`src/rtl/div_unit_pkg.sv`:
```
// Shared encodings for the RV32M iterative divider: op codes, FSM states and op decode.
package div_unit_pkg;

  localparam logic [1:0] DIV_OP_DIV  = 2'b00;
  localparam logic [1:0] DIV_OP_DIVU = 2'b01;
  localparam logic [1:0] DIV_OP_REM  = 2'b10;
  localparam logic [1:0] DIV_OP_REMU = 2'b11;

  localparam logic [1:0] DIV_IDLE = 2'b00;
  localparam logic [1:0] DIV_CALC = 2'b01;
  localparam logic [1:0] DIV_DONE = 2'b10;

  localparam int DIV_CYCLES = 32;

  typedef struct packed {
    logic is_signed;
    logic want_rem;
  } div_op_t;

  // Bit 0 clear selects the signed variants (DIV/REM); bit 1 selects the remainder.
  function automatic div_op_t decode_op(input logic [1:0] op);
    div_op_t d;
    d.is_signed = ~op[0];
    d.want_rem  = op[1];
    return d;
  endfunction

endpackage

```
`src/rtl/div_unit.sv`:
```
// Radix-2 restoring divider for DIV/DIVU/REM/REMU; stalls EX while iterating and
// parks the finished result in DONE for as long as EX is held.
module div_unit
  import div_unit_pkg::*;
#(
  parameter int XLEN = 32
) (
  input  logic            clk,
  input  logic            rst,
  input  logic            start_i,
  input  logic [1:0]      op_i,
  input  logic [XLEN-1:0] dividend_i,
  input  logic [XLEN-1:0] divisor_i,
  input  logic            annul_i,
  input  logic            hold_i,
  output logic [XLEN-1:0] result_o,
  output logic            ready_o,
  output logic            stallreq_o
);

  localparam int CW = $clog2(XLEN) + 1;
  localparam logic [XLEN-1:0] MIN_NEG = {1'b1, {(XLEN-1){1'b0}}};

  logic [1:0]      state_q,     state_d;
  logic [CW-1:0]   counter_q,   counter_d;
  logic [XLEN:0]   rem_q,       rem_d;
  logic [XLEN-1:0] quo_q,       quo_d;
  logic [XLEN-1:0] divisor_q,   divisor_d;
  logic [XLEN-1:0] result_q,    result_d;
  logic            want_rem_q,  want_rem_d;
  logic            q_neg_q,     q_neg_d;
  logic            r_neg_q,     r_neg_d;

  div_op_t         op_dec;
  logic            a_neg;
  logic            b_neg;
  logic [XLEN-1:0] a_abs;
  logic [XLEN-1:0] b_abs;
  logic [XLEN+1:0] diff;
  logic            borrow;

  function automatic logic [XLEN-1:0] neg_if(input logic n, input logic [XLEN-1:0] v);
    return n ? (~v + 1'b1) : v;
  endfunction

  always_comb begin
    op_dec = decode_op(op_i);
    a_neg  = op_dec.is_signed & dividend_i[XLEN-1];
    b_neg  = op_dec.is_signed & divisor_i[XLEN-1];
    a_abs  = neg_if(a_neg, dividend_i);
    b_abs  = neg_if(b_neg, divisor_i);
  end

  // Trial subtraction is two bits wider than the divisor so the borrow is exact
  // even when the shifted partial remainder has its top bit set.
  always_comb begin
    diff   = {rem_q, quo_q[XLEN-1]} - {2'b00, divisor_q};
    borrow = diff[XLEN+1];
  end

  always_comb begin
    state_d    = state_q;
    counter_d  = counter_q;
    rem_d      = rem_q;
    quo_d      = quo_q;
    divisor_d  = divisor_q;
    result_d   = result_q;
    want_rem_d = want_rem_q;
    q_neg_d    = q_neg_q;
    r_neg_d    = r_neg_q;

    case (state_q)
      DIV_IDLE: begin
        if (start_i && !annul_i) begin
          want_rem_d = op_dec.want_rem;
          q_neg_d    = a_neg ^ b_neg;
          r_neg_d    = a_neg;
          quo_d      = a_abs;
          divisor_d  = b_abs;
          rem_d      = '0;
          counter_d  = '0;
          if (divisor_i == '0) begin
            result_d = op_dec.want_rem ? dividend_i : '1;
            state_d  = DIV_DONE;
          end else if (op_dec.is_signed && dividend_i == MIN_NEG && divisor_i == '1) begin
            result_d = op_dec.want_rem ? '0 : MIN_NEG;
            state_d  = DIV_DONE;
          end else begin
            state_d = DIV_CALC;
          end
        end
      end

      DIV_CALC: begin
        if (annul_i) begin
          state_d = DIV_IDLE;
        end else begin
          rem_d     = borrow ? {rem_q[XLEN-1:0], quo_q[XLEN-1]} : diff[XLEN:0];
          quo_d     = {quo_q[XLEN-2:0], ~borrow};
          counter_d = counter_q + CW'(1);
          if (counter_q == CW'(XLEN - 1)) begin
            result_d = want_rem_q ? neg_if(r_neg_q, rem_d[XLEN-1:0])
                                  : neg_if(q_neg_q, quo_d);
            state_d  = DIV_DONE;
          end
        end
      end

      DIV_DONE: begin
        // Annul wins over hold: a flushed instruction must not keep its result parked.
        if (annul_i || !hold_i) begin
          state_d = DIV_IDLE;
        end
      end

      default: state_d = DIV_IDLE;
    endcase
  end

  always_ff @(posedge clk) begin
    if (rst) begin
      state_q    <= DIV_IDLE;
      counter_q  <= '0;
      rem_q      <= '0;
      quo_q      <= '0;
      divisor_q  <= '0;
      result_q   <= '0;
      want_rem_q <= 1'b0;
      q_neg_q    <= 1'b0;
      r_neg_q    <= 1'b0;
    end else begin
      state_q    <= state_d;
      counter_q  <= counter_d;
      rem_q      <= rem_d;
      quo_q      <= quo_d;
      divisor_q  <= divisor_d;
      result_q   <= result_d;
      want_rem_q <= want_rem_d;
      q_neg_q    <= q_neg_d;
      r_neg_q    <= r_neg_d;
    end
  end

  assign result_o   = result_q;
  assign ready_o    = (state_q == DIV_DONE);
  assign stallreq_o = ((state_q == DIV_IDLE) && start_i && !annul_i) ||
                      ((state_q == DIV_CALC) && !annul_i);

endmodule
```
`config.mk`:
```
export PLATFORM = sky130hd
export DESIGN_NAME = div_unit
export DESIGN_NICKNAME = d
export VERILOG_FILES = /design/src/rtl/div_unit_pkg.sv /design/src/rtl/div_unit.sv
export SDC_FILE = /design/constraint.sdc
export NUM_CORES = 1
export LEC_CHECK = 0
export ABC_CLOCK_PERIOD_IN_PS = 6400
export BUFFER_PORTS_ARGS = -buffer_cell sky130_fd_sc_hd__buf_2
export CELL_PAD_IN_SITES_DETAIL_PLACEMENT = 1
export CELL_PAD_IN_SITES_GLOBAL_PLACEMENT = 1
export CORE_MARGIN = 4
export CORE_UTILIZATION = 36
export DETAILED_ROUTE_END_ITERATION = 6
export PLACE_DENSITY = 0.73
export REMOVE_ABC_BUFFERS = 1
export SLEW_MARGIN = 20
export SYNTH_ARGS = -nofsm -noshare
export SYNTH_HDL_FRONTEND = slang
export SYNTH_SLANG_ARGS = --single-unit
```
`constraint.sdc`:
```
create_clock -name clk -period 6.4 [get_ports clk]
set_input_delay 0.32 -clock clk [delete_from_list [all_inputs] [get_ports clk]]
set_output_delay 0.32 -clock clk [all_outputs]
set_load 0.1 [all_outputs]
```
### Word level (Yosys, flattened, before mapping)

Cells that the tools add are included.

| operators by class | value |
|---|---|
| add/sub/neg operators | 6 |
| equality and inequality tests | 11 |
| multiplexer cells | 30 |
| bitwise logic cells | 9 |
| reductions and logical operators | 17 |

Operators with widths:

| kind | number |
|---|---|
| $mux 32 | 14 |
| $add 32x1->32 const B | 4 |
| $not 32->32 | 4 |
| $pmux 32 s2 | 2 |
| $mux 33 | 3 |
| $pmux 33 s2 | 1 |
| $eq 32x32->1 const B | 2 |
| $sub 34x32->34 | 1 |
| $logic_not 32->1 | 1 |
| $mux 2 | 6 |
| $mux 6 | 2 |
| $pmux 6 s2 | 1 |
| $add 6x1->6 const B | 1 |
| $eq 6x5->1 const B | 1 |
| $logic_and 1x1->1 | 6 |
| $ne 2x2->1 const B | 3 |
| $ne 3x3->1 const B | 2 |
| $pmux 2 s3 | 1 |
| $reduce_and 3->1 | 2 |
| $reduce_and 5->1 | 1 |
| $and 1x1->1 | 2 |
| $eq 2x1->1 const B | 1 |
| $eq 2x2->1 const B | 1 |
| $logic_not 1->1 | 2 |
| other kinds (7) | 9 |

| word-level totals | value |
|---|---|
| flip-flop bits (word level) | 140 |
| input port bits | 71 |
| output and inout bits | 34 |
| logic and storage cells | 82 |

### Logic depth before layout (Yosys ltp)

| depth | value |
|---|---|
| depth in word-level cells | 9 |
| mapped depth | 25 |
| mapped depth without buffers | 21 |

### Worst setup path after synthesis

Ideal clock, no wire load.

| path | value |
|---|---|
| kind | register -> register |
| from | reg divisor_q[1] |
| to | reg result_q[30], in the netlist result_o[30] |
| setup time | 0.086 ns |
| arrival | 5.553 ns |
| setup slack | 0.761 ns |
| stages on the path, launching flop included | 23 |
| period minus slack after synthesis | 5.639 ns |
| path through | dfxtp_1 -> inv_1 -> ha_1 -> nor2b_1 -> o2111ai_4 -> a2111oi_4 -> o311ai_1 -> o211a_4 -> nor2_2 -> buf_2 -> buf_2 -> buf_2 -> nand2_1 -> o21ai_0 -> ha_1 -> inv_1 -> or4_1 -> or3_1 -> nor4_1 -> o211ai_1 -> o31ai_1 -> mux2_2 -> a211oi_1 |

| on the way | value |
|---|---|
| word-level cells in the longest chain between the ends | 9 |

RTL lines:

| item | RTL line | source |
|---|---|---|
| from (decl) | div_unit.sv:28 | `logic [XLEN-1:0] divisor_q, divisor_d;` |
| from (signal assigned) | div_unit.sv:136 | `divisor_q <= divisor_d;` |
| $sub 34x32->34 (*) | div_unit.sv:57 | `diff = {rem_q, quo_q[XLEN-1]} - {2'b00, divisor_q};` |
| $mux 33 or $not 1->1 (tied branches) | div_unit.sv:98, div_unit.sv:99 |  |
| $not 32->32 | div_unit.sv:43 | `return n ? (~v + 1'b1) : v;` |
| $add 32x1->32 | div_unit.sv:43 |  |
| $mux 32 | div_unit.sv:43 |  |
| $mux 32 (*) | div_unit.sv:102 | `result_d = want_rem_q ? neg_if(r_neg_q, rem_d[XLEN-1:0])` |
| $mux 32 (*) | div_unit.sv:101 | `if (counter_q == CW'(XLEN - 1)) begin` |
| $mux 32 (*) | div_unit.sv:95 | `if (annul_i) begin` |
| $pmux 32 s2 (*) | div_unit.sv:72 | `case (state_q)` |
| to (signal assigned) | div_unit.sv:137 | `result_q <= result_d;` |
| to (decl) | div_unit.sv:29 | `logic [XLEN-1:0] result_q, result_d;` |

Every way passes the cells marked *; elsewhere a longest branch is shown, timed or not. The select of a mux whose other input is x is not followed.
A chain may end at the register's enable or synchronous reset.

### Worst setup path after layout

| path | value |
|---|---|
| from | reg rem_q[25] |
| to | reg result_q[30], in the netlist result_o[30] |

| on the way | value |
|---|---|
| word-level cells in the longest chain between the ends | 9 |

RTL lines:

| item | RTL line | source |
|---|---|---|
| from (decl) | div_unit.sv:26 | `logic [XLEN:0] rem_q, rem_d;` |
| from (signal assigned) | div_unit.sv:134 | `rem_q <= rem_d;` |
| $sub 34x32->34 | div_unit.sv:57 |  |
| $mux 33 or $not 1->1 (tied branches) | div_unit.sv:98, div_unit.sv:99 |  |
| $not 32->32 | div_unit.sv:43 |  |
| $add 32x1->32 | div_unit.sv:43 |  |
| $mux 32 | div_unit.sv:43 |  |
| $mux 32 (*) | div_unit.sv:102 |  |
| $mux 32 (*) | div_unit.sv:101 |  |
| $mux 32 (*) | div_unit.sv:95 |  |
| $pmux 32 s2 (*) | div_unit.sv:72 |  |

Marked as above.

==> flow_summary.toml <==
[power]
power_density_mw_per_mm2 = 325
ir_drop_v = 0.000199
power_uw = 4190
leakage_uw = 0.00489

[timing]
finClkSkew_ps = 15.3
rsz0062_at_grt = "false"
fin_crit_ps = 5930
maxSlewHeadroom_pct = 24.3
finalSetupViolCount = 0
tns_ps = 0
hold_violations = 0
drv_slew = 0
tightest_slew_ps = 1120
min_period_over_period_pct = 92.6
max_freq_mhz = 169

[worst_setup_path]
cp_max_fo = 8
critPathKind = "reg2reg"
start_kind = "register"
end_kind = "register"
crit_required_ps = 6750
r2r_cells = 19
arrival_ps = 6280

[placed_design]
dp.cells = 2005
hpwl_um = 31600
numPortBuffers = 104
place_congestion = 0.893

[cells_and_area]
n_antenna_cell = 0
multi_input_area_mm2 = 0.00804
syn_to_final_growth_pct = 12.8
drive_gt1_share_pct = 11.3
fin_nets = 1738
fill_cells = 3867
layoutNonFillerInstCount = 2037
regArea_mm2 = 0.00280

[global_route]
grtUsageTotal_pct = 23.9
grt_max_degree = 82
antenna_found_initial = 1
grt_pass1_vias = 12169
grt_overflow = 0
grt_pass1_wl_um = 66700

[cts]
cts.root.buffer_cell = "clkbuf_16"
clk_path_buf_depth = 2
postCtsHoldBufs = 0
clock-sinks = 140
clock_latency_ps = 440
cts_tree = "built"
cts_made_buffers = 17
htreeDepth = 4
cts_resized = 0
postCtsSetupRepairBufs = 0
clk_pin_slew_worst_paths_ps = 70

[run_status]
outcome = "completed"

[logic_synthesis]
syn_avg_cell_area_um2 = 7.20
synth_edf_count = 0
async_flop_share_pct = 0
ys_seq_elements = 140
ys_dominant_reg_cell = "dfxtp_1"
synth_seq_area_share_pct = 24.5
synthDistinctLibCells = 79
synth_area_mm2 = 0.0114
synth_top_cell_by_area = "dfxtp_1"
yosysTopAreaCellShare_pct = 24.5
synthTopCellsByArea = "dfxtp_1, nor2_1, a21oi_1"
yosys_warnings = 0
syn_inst = 1587

[routing]
viasPerCell = 5.97
drtIter0Drc = 891
num_vias = 12171
drt-pass1-iter-count = 5
drtAntennaViolNets = 0
routed_wl_um = 41700
drc = 0
wl_per_cell_um = 20.5

[die]
die_y_um = 186
rows = 64
pin_count = 105
initial_core_util_pct = 36.9
design.core.area_mm2 = 0.0310
die_w_um = 186
die_area_mm2 = 0.0347

[worst_hold_path]
hp-class = "in2reg"
min_path_cells = 3

[flow_run]
drv_cap = 0
==> cell families (layout without fill, tap and decap cells) <==
family	after synthesis	count (layout)	share of synthesized area (%)
compound gates	522	522	30.0
xor+xnor	126	126	9.66
flops	140	140	24.5
fa+ha+maj	39	39	4.34
simple gates	565	565	22.9
mux	35	35	3.15
buf+inv	160	214	5.45
==> critical path: stages (launching register included) <==
cell and delay, ps:
dfxtp_1 360, ha_1 390, a21oi_1 220, o21ai_1 130, a2111oi_1 680, o21ai_1 190
a22o_1 400, nor2_4 330, mux2i_1 330, ha_1 240, inv_1 80, nor2_1 120
nand2_1 60, nor4_1 310, nor4bb_1 570, and4_1 340, o211ai_1 220, o31ai_1 330
mux2_2 360, a211oi_1 190
==> power by group <==
part | switching (uW) | internal [uW]
sequential | 99.7 | 975
combinational | 1370 | 597
clock | 447 | 701
==> state kept, by name (all words and copies together), names as in the netlist <==
name and count:
divisor_q 32, quo_q 32, want_rem_q 1, counter_q 6, q_neg_q 1, result_o 32, rem_q 33, state_q 2
r_neg_q 1
==> final cells by class <==
type                            instances  share of cell area, %
Clock buffer                           17                   3.30
Multi-Input combinational cell       1287                   62.4
Sequential cell                       140                   21.7
Tap cell                              396                   3.84
Clock inverter                         15                   1.83
Inverter                               61                   1.78
Timing Repair Buffer                  121                   5.15
==> path summary, 6_finish.rpt <==
| kind | start | to | slack [ps] |
|---|---|---|---|
| setup / recovery | rem_q[25] | result_o[30] | 470 |
| hold / removal | divisor_i[0] | divisor_q[0] | 200 |
| setup reg to reg | rem_q[25] | result_o[30] | 470 |
| hold reg to reg | divisor_q[31] | divisor_q[31] | 460 |
==> metrics by stage <==
stage	area, um2	setup slack [ps]	utilization [%]	hold WS (ps)
global route	12900	49.2	41.6	229
floorplan	11000	-1720	-	389
finish	12900	471	41.6	200
CTS	12900	563	41.6	199
detailed placement	12200	612	39.4	455
global placement	12200	848	39.4	445
==> layout by cell type (no fill, tap or decap), types with 5 or more instances in the layout <==
cell | Yosys | layout
and3_1 | 11 | 11
ha_1 | 38 | 38
nand3_1 | 24 | 24
a221oi_1 | 5 | 5
nor2b_1 | 9 | 8
nor3_1 | 41 | 41
buf_2 | 14 | 103
bufinv_16 | 0 | 5
xor2_1 | 64 | 64
and2_1 | 10 | 9
o31ai_1 | 21 | 21
a21oi_1 | 142 | 141
a311oi_1 | 19 | 19
nor2_1 | 232 | 231
mux2_2 | 8 | 8
clkbuf_16 | 0 | 17
nor4_1 | 25 | 25
nand2b_1 | 14 | 13
o21a_1 | 11 | 11
o21ai_0 | 118 | 118
or3_1 | 23 | 23
nand4_1 | 19 | 19
or4_1 | 7 | 7
inv_1 | 58 | 58
nand2_1 | 126 | 125
dfxtp_1 | 140 | 140
a211oi_1 | 63 | 63
a41oi_1 | 6 | 6
o41ai_1 | 15 | 15
a21o_1 | 15 | 15
xnor2_1 | 62 | 62
mux2i_1 | 27 | 27
buf_4 | 1 | 17
a22oi_1 | 15 | 15
a31oi_1 | 18 | 18
or2_2 | 8 | 8
o211ai_1 | 28 | 28
==> metal layers <==
| layer | up-vias | global-route usage (%) | wire, um |
|---|---|---|---|
| met5 | - | 0 | 7 |
| met4 | 2 | 8.36 | 1330 |
| met3 | 63 | 3.42 | 1590 |
| met2 | 247 | 39.5 | 19600 |
| met1 | 5970 | 32.1 | 19200 |
| li1 | 5889 | - | - |
==> cells in the mapped netlist (3+ instances only) <==
master / count
or4_1: 7
o311ai_0: 4
or2_2: 8
a311oi_1: 19
buf_1: 3
nor2b_1: 9
or3_1: 23
o31a_1: 4
nand2b_1: 14
xnor2_1: 62
a31oi_1: 18
a21oi_1: 142
o211a_1: 4
a211o_1: 3
nor3_1: 41
and3_1: 11
clkbuf_1: 80
o21ai_0: 118
a221oi_1: 5
nand2_1: 126
o21bai_1: 3
o311a_1: 3
mux2i_1: 27
o31ai_1: 21
buf_2: 14
and2_1: 10
mux2_2: 8
a22oi_1: 15
a41oi_1: 6
inv_1: 58
ha_1: 38
nor2_1: 232
o211ai_1: 28
o41ai_1: 15
a211oi_1: 63
o21a_1: 11
nand4_1: 19
a21o_1: 15
nor4_1: 25
dfxtp_1: 140
nand3_1: 24
xor2_1: 64
No activity file was read; power rests on OpenSTA's default activity.
